[src/rtl/btn_input.sv]
// Push-button front end: per-channel sync + debounce with press/release pulses, driving an
// up/down/clear/hold value. Define AUTOREPEAT_EN to add press auto-repeat on channels 0 and 1.
// The release pulse output is named release_pulse because "release" is a reserved word.

module btn_input #(
   parameter int unsigned NBTN    = 4,
   parameter int unsigned BITS    = 4,
   parameter int unsigned DB_BITS = 16
) (
   input  logic            clk,
   input  logic            rst_n,
   input  logic [NBTN-1:0] btn_n,
   output logic [NBTN-1:0] level,
   output logic [NBTN-1:0] press,
   output logic [NBTN-1:0] release_pulse,
   output logic [BITS-1:0] value,
   output logic            hold
);

   logic [NBTN-1:0]    sync1_q, sync2_q, s;
   logic [NBTN-1:0]    level_q, level_d;
   logic [NBTN-1:0]    press_q, press_d, deb_press;
   logic [NBTN-1:0]    rel_q, rel_d;
   logic [DB_BITS-1:0] cnt_q [NBTN];
   logic [DB_BITS-1:0] cnt_d [NBTN];
   logic [BITS-1:0]    value_q, value_d;
   logic               hold_q, hold_d;

   assign s = ~sync2_q;

   always_comb begin
      for (int i = 0; i < NBTN; i++) begin
         cnt_d[i]     = cnt_q[i];
         level_d[i]   = level_q[i];
         deb_press[i] = 1'b0;
         rel_d[i]     = 1'b0;
         if (s[i] == level_q[i]) begin
            cnt_d[i] = '0;
         end else if (cnt_q[i] != '1) begin
            cnt_d[i] = cnt_q[i] + DB_BITS'(1);
         end else begin
            // Level accepted: pulse is registered alongside the new level.
            level_d[i]   = s[i];
            cnt_d[i]     = '0;
            deb_press[i] = s[i];
            rel_d[i]     = ~s[i];
         end
      end
   end

`ifdef AUTOREPEAT_EN
   localparam int unsigned RptW = DB_BITS + 4;
   localparam logic [RptW-1:0] RptFirst = '1;
   localparam logic [RptW-1:0] RptNext  = {2'b00, {(DB_BITS + 2){1'b1}}};

   logic [RptW-1:0] rpt_q [2];
   logic [RptW-1:0] rpt_d [2];
   logic [1:0]      rep_q, rep_d, rpt_fire;

   always_comb begin
      for (int i = 0; i < 2; i++) begin
         rpt_d[i]    = rpt_q[i];
         rep_d[i]    = rep_q[i];
         rpt_fire[i] = 1'b0;
         // A repeat never coincides with the release edge of the same channel.
         if (!level_q[i] || rel_d[i]) begin
            rpt_d[i] = '0;
            rep_d[i] = 1'b0;
         end else if (rpt_q[i] == (rep_q[i] ? RptNext : RptFirst)) begin
            rpt_fire[i] = 1'b1;
            rpt_d[i]    = '0;
            rep_d[i]    = 1'b1;
         end else begin
            rpt_d[i] = rpt_q[i] + RptW'(1);
         end
      end
   end

   assign press_d = deb_press | {{(NBTN - 2){1'b0}}, rpt_fire};

   always_ff @(posedge clk or negedge rst_n) begin
      if (!rst_n) begin
         rep_q <= '0;
         for (int i = 0; i < 2; i++) rpt_q[i] <= '0;
      end else begin
         rep_q <= rep_d;
         for (int i = 0; i < 2; i++) rpt_q[i] <= rpt_d[i];
      end
   end
`else
   assign press_d = deb_press;
`endif

   // Acts on the registered pulses; hold toggles but the other action sees the old hold.
   always_comb begin
      value_d = value_q;
      hold_d  = hold_q ^ press_q[3];
      if (press_q[2]) begin
         value_d = '0;
      end else if (hold_q) begin
         value_d = value_q;
      end else if (press_q[0] && press_q[1]) begin
         value_d = value_q;
      end else if (press_q[0]) begin
         value_d = value_q + BITS'(1);
      end else if (press_q[1]) begin
         value_d = value_q - BITS'(1);
      end
   end

   always_ff @(posedge clk or negedge rst_n) begin
      if (!rst_n) begin
         sync1_q <= '1;
         sync2_q <= '1;
         level_q <= '0;
         press_q <= '0;
         rel_q   <= '0;
         value_q <= '0;
         hold_q  <= 1'b0;
         for (int i = 0; i < NBTN; i++) cnt_q[i] <= '0;
      end else begin
         sync1_q <= btn_n;
         sync2_q <= sync1_q;
         level_q <= level_d;
         press_q <= press_d;
         rel_q   <= rel_d;
         value_q <= value_d;
         hold_q  <= hold_d;
         for (int i = 0; i < NBTN; i++) cnt_q[i] <= cnt_d[i];
      end
   end

   assign level         = level_q;
   assign press         = press_q;
   assign release_pulse = rel_q;
   assign value         = value_q;
   assign hold          = hold_q;

endmodule

[config.mk]
export PLATFORM = sky130hd
export DESIGN_NAME = btn_input
export DESIGN_NICKNAME = d
export VERILOG_FILES = /design/src/rtl/btn_input.sv
export SDC_FILE = /design/constraint.sdc
export NUM_CORES = 1
export LEC_CHECK = 0
export ABC_AREA = 1
export CAP_MARGIN = 0
export CORE_MARGIN = 5
export CORE_UTILIZATION = 56
export DETAILED_ROUTE_END_ITERATION = 12
export GPL_ROUTABILITY_DRIVEN = 1
export PLACE_DENSITY_LB_ADDON = 0.25
export SLEW_MARGIN = 30
export SYNTH_ARGS = -nofsm -noshare
export SYNTH_HDL_FRONTEND = slang
export SYNTH_SLANG_ARGS = --single-unit
export TNS_END_PERCENT = 50
[constraint.sdc]
create_clock -name clk -period 4.13 [get_ports clk]
set_clock_uncertainty 0.2 [all_clocks]
set_input_delay 0.6195 -clock clk [delete_from_list [all_inputs] [get_ports clk]]
set_output_delay 0.6195 -clock clk [all_outputs]
set_load 0.1 [all_outputs]
== Word level (Yosys, flattened, before mapping) ==
Cells that the tools add are included.

* Add/sub/neg operators: 6
* Equal/unequal tests: 10
* Mux-type cells: 29
* Bitwise gates (word level): 14
* Reductions and logical operators: 7

{| class="wikitable"
|+ Operators with widths
! operator !! count
|-
| 2-to-1 mux 16 bit || 8
|-
| adder 16 x 1 -> 16 bit, second input constant || 4
|-
| inequality test 16 bit, second input constant || 4
|-
| 2-to-1 mux 4 bit || 5
|-
| 2-to-1 mux 1 bit || 16
|-
| NOT 1 bit || 12
|-
| AND reduction 2 bit || 4
|-
| adder 4 x 1 -> 4 bit, second input constant || 1
|-
| == test 1 bit || 4
|-
| inequality test 2 bit, second input constant || 2
|-
| NOT 4 bit || 1
|-
| subtractor 4 x 1 -> 4 bit, second input constant || 1
|-
| AND reduction 3 bit || 1
|-
| nonzero test 3 bit || 1
|-
| logical AND 1 bit || 1
|-
| XOR 1 bit || 1
|}

* Register bits: 89
* Input port bits: 6

== Logic depth before layout (Yosys ltp) ==
* Depth in word-level cells: 6
* Mapped depth: 8
* Depth with buffers taken out: 8

== Worst setup path after synthesis ==
Ideal clock, no wire load.

* Path kind: reg-to-reg
* Start point: register press_q[0] (netlist: press[0])
* End point: register value_q[3] (netlist: value[3])
* Library setup time: 77 ps
* Data arrival time: 1,949 ps
* Setup slack: 1,903 ps
* Stages on the path, launching flop included: 8
* Path buffers: 0
* Cell sequence: dfrtp_1 > inv_1 > ha_1 > a21oi_1 > nand2_1 > nand2_1 > nand2_1 > a21oi_1

* Word-level cells in the longest chain between the ends: 4
* Elaborated cells on any way between the ends: 8

{| class="wikitable"
|+ Ends and longest elaborated chain
! element !! RTL line !! text
|-
| start, declared || 22 || <nowiki>logic [NBTN-1:0] press_q, press_d, deb_press;</nowiki>
|-
| start signal, assigned || 125 || <nowiki>press_q <= press_d;</nowiki>
|-
| 2-to-1 mux 4 bit || 104 || <nowiki>end else if (press_q[0]) begin</nowiki>
|-
| 2-to-1 mux 4 bit || 102 || <nowiki>end else if (press_q[0] && press_q[1]) begin</nowiki>
|-
| 2-to-1 mux 4 bit || 100 || <nowiki>end else if (hold_q) begin</nowiki>
|-
| 2-to-1 mux 4 bit || 98 || <nowiki>if (press_q[2]) begin</nowiki>
|-
| end signal, assigned || 127 || <nowiki>value_q <= value_d;</nowiki>
|-
| end, declared || 26 || <nowiki>logic [BITS-1:0] value_q, value_d;</nowiki>
|}

Parallel ways exist; a longest one is shown, timed or not. The select of a mux whose other input is x is not followed.
A chain may end at the register's enable or synchronous reset.

== Worst setup path in the final report ==
* Start point: register press_q[0] (netlist: press[0])
* End point: output press[0]

{| class="wikitable"
|+ RTL lines
! element !! RTL line !! text
|-
| end, declared || 14 || <nowiki>output logic [NBTN-1:0] press,</nowiki>
|}

No word-level cell between the ends.

==> impl_metrics.json <==
{
  "avgSynthCellArea_um2": 8.09,
  "wl_mm": 8.16,
  "num_rows": 33,
  "drc": 0,
  "start_kind": "register",
  "max_stage_delay_ns": 1.18,
  "cp_max_fo": 7,
  "hold_violations": 0,
  "post_cts_buffers": 0,
  "synth_nets": 577,
  "ys_ff_latch": 89,
  "tritoncts.num_buffers": 9,
  "synth_top_flop_cell": "dfrtp_1",
  "synth-seq-area-share_pct": 49.0,
  "critPathLaunch": "press[0]$_DFF_PN0_",
  "r2r_start": "cnt_q[0]$_DFF_PN0_",
  "dp_hpwl_mm": 6.07,
  "switching_share_pct": 23.0,
  "combPwrFrac_pct": 4.0,
  "grt_pass1_vias": 3320,
  "yosysUniqueCellTypes": 27,
  "tightest_slew_ns": 0.977,
  "relSlewSlack_pct": 34.6,
  "max_freq_ghz": 0.353,
  "die_x_um": 100,
  "ctsHoldBuffers": 0,
  "first_iter_violations": 80,
  "p_switching_mw": 0.360,
  "antenna_left": 0,
  "clk_latency_ns": 0.36,
  "critical_path_class": "reg -> out",
  "synth-edff-count": 0,
  "yosys.area.top_type": "dfrtp_1",
  "nets": 611,
  "synth_common_cells": "nand2_1 (145), nor2_1 (119), dfrtp_1 (81), inv_1 (65), nor2_2 (20)",
  "cts_tree": "done",
  "first_pass_iters": 4,
  "area_growth_pct": 12.1,
  "slowest_stage": "clkdlybuf4s50_1",
  "die_area_um2": 10100,
  "synthTopCellsByArea": "dfrtp_1 (44%), nand2_1 (12%), nor2_1 (9.8%)",
  "core-area_um2": 8090,
  "status": "finished clean",
  "clock_sinks": 89,
  "slew_viol_final": 0,
  "gp_congestion": 0.940,
  "clockRootBuffer": "clkbuf_8",
  "crit_arrival_ns": 2.02,
  "cap_violations": 0,
  "ys_async_sr_fraction_pct": 100,
  "syn_area_um2": 4560,
  "grt_max_degree": 66,
  "viasPerCell": 4.93,
  "finalSetupViolations": 0,
  "clk_path_buf_depth": 2,
  "p_leak_nw": 2.18,
  "via_count": 3492,
  "avgRoutedWirePerCell_um": 11.5,
  "io_pins": 23,
  "ys_warn_count": 0,
  "grt_overflow": 0,
  "layout-drive-gt1-share_pct": 12.6,
  "cts.reportedPaths.clkPinSlew_ns": 0.09,
  "num_antenna_cells": 0,
  "rsz0062_at_grt": "false",
  "port_buffers": 22,
  "cts_resized": 0,
  "synth_cells": 564,
  "powerDensity_nw_per_um2": 306,
  "initial_utilization_pct": 56.4,
  "layout_min_cycle_time_ns": 2.83,
  "finalCritPeriodShare_pct": 68.6,
  "synth_top_area_share_pct": 44.4,
  "hp-class": "in -> async",
  "hold_slack_ns": 0.142,
  "cp_cell_sequence": "clkdlybuf4s50_1",
  "crit_buf_inv": 1,
  "cpLargestDelayFamily": "buffers and inverters",
  "grt.total_usage_pct": 17.7,
  "cp-end-kind": "output port",
  "clkPwrFrac_pct": 38.5,
  "tns_ns": 0,
  "synth_most_common_cell": "nand2_1",
  "die_h_um": 100,
  "cts-htree-levels": 3,
  "p_int_mw": 1.20,
  "cp.required_ns": 3.31,
  "ir_worst_vdd_mv": 0.198,
  "grt_pass1_wl_mm": 14.6,
  "pwr-share-seq_pct": 57.5,
  "antenna_found_initial": 0
}
==> cell usage in the layout (no fill, tap or decap), types with 7 or more instances in the layout <==
cell / synthesis / routed
o21ai_1: 11 / 11
nand2_1: 145 / 145
nor2_1: 119 / 119
nor2_2: 20 / 20
xor2_1: 14 / 14
clkdlybuf4s50_1: 0 / 21
clkbuf_8: 0 / 10
inv_1: 65 / 65
dfrtp_1: 81 / 81
nand2_2: 11 / 11
dfstp_2: 8 / 8
o21ai_0: 14 / 14
xnor2_1: 13 / 13
nor2_4: 7 / 7
nand3_1: 10 / 10
==> final timing paths <==
kind                                         to  slack (ns)  cells past startpoint
setup / recovery                       press[0]        1.30                      1
hold / removal              cnt_q[25]$_DFF_PN0_        0.14                      1
setup reg to reg             press[3]$_DFF_PN0_        2.35                      7
hold reg to reg            sync2_q[1]$_DFF_PN1_        0.16                      0
max in group asynchronous  sync1_q[0]$_DFF_PN1_        2.74                      2
min in group clk           sync2_q[1]$_DFF_PN1_        0.16                      0
==> power by group through the flow <==
stage                     clock (mW)  sequential (mW)  combinational [mW]
after floorplan                    0            0.914              0.0351
after global placement             0            0.916              0.0635
after detailed placement           0            0.917              0.0652
after CTS                      0.612            0.900              0.0657
after global routing           0.646            0.902              0.0740
final                          0.601            0.900              0.0628
==> per-layer routing <==
layer  routed length, um  global-route usage [%]  vias to the layer above
li1                    -                       -                     1799
met1                3790                    22.8                     1632
met2                3970                    30.1                       48
met3                 267                    3.20                       13
met4                 137                    6.22                        0
met5                   0                       0                        -
==> cell families after synthesis <==
family | Yosys count | synth area share [%]
XOR/XNOR | 27 | 5.18
flip-flops | 89 | 49.0
AND/OR/NAND/NOR | 336 | 33.5
AO/OA/AOI/OAI | 39 | 4.80
adder cells (fa/ha/maj) | 7 | 2.08
buffers and inverters | 66 | 5.43
==> through the flow <==
| step | util [%] | total power [mW] | cell area (um2) | instances | worst slack [ns] |
|---|---|---|---|---|---|
| after floorplan | - | 0.949 | 4560 | 564 | 1.90 |
| after global placement | 60.8 | 0.979 | 4920 | 692 | 1.68 |
| after detailed placement | 60.8 | 0.982 | 4920 | 692 | 1.65 |
| after CTS | 63.2 | 1.58 | 5120 | 708 | 1.29 |
| after global routing | 63.2 | 1.62 | 5120 | 708 | 1.26 |
| final | 63.2 | 1.56 | 5120 | 708 | 1.30 |
==> layout make-up <==
cell class	instances	area [um2]
inverters	66	248
fillers	694	2980
well taps	105	131
clock buffers	12	145
clock inverters	4	52.6
multi-input cells	409	2080
repair buffers	23	225
flip-flops and latches	89	2240
==> sequential cells by signal, indices dropped and copies added, names as in the netlist <==
register,cells
cnt_q,64
hold,1
level,4
press,4
release_pulse,4
sync1_q,4
sync2_q,4
value,4
(Power assumes the default switching activity.)
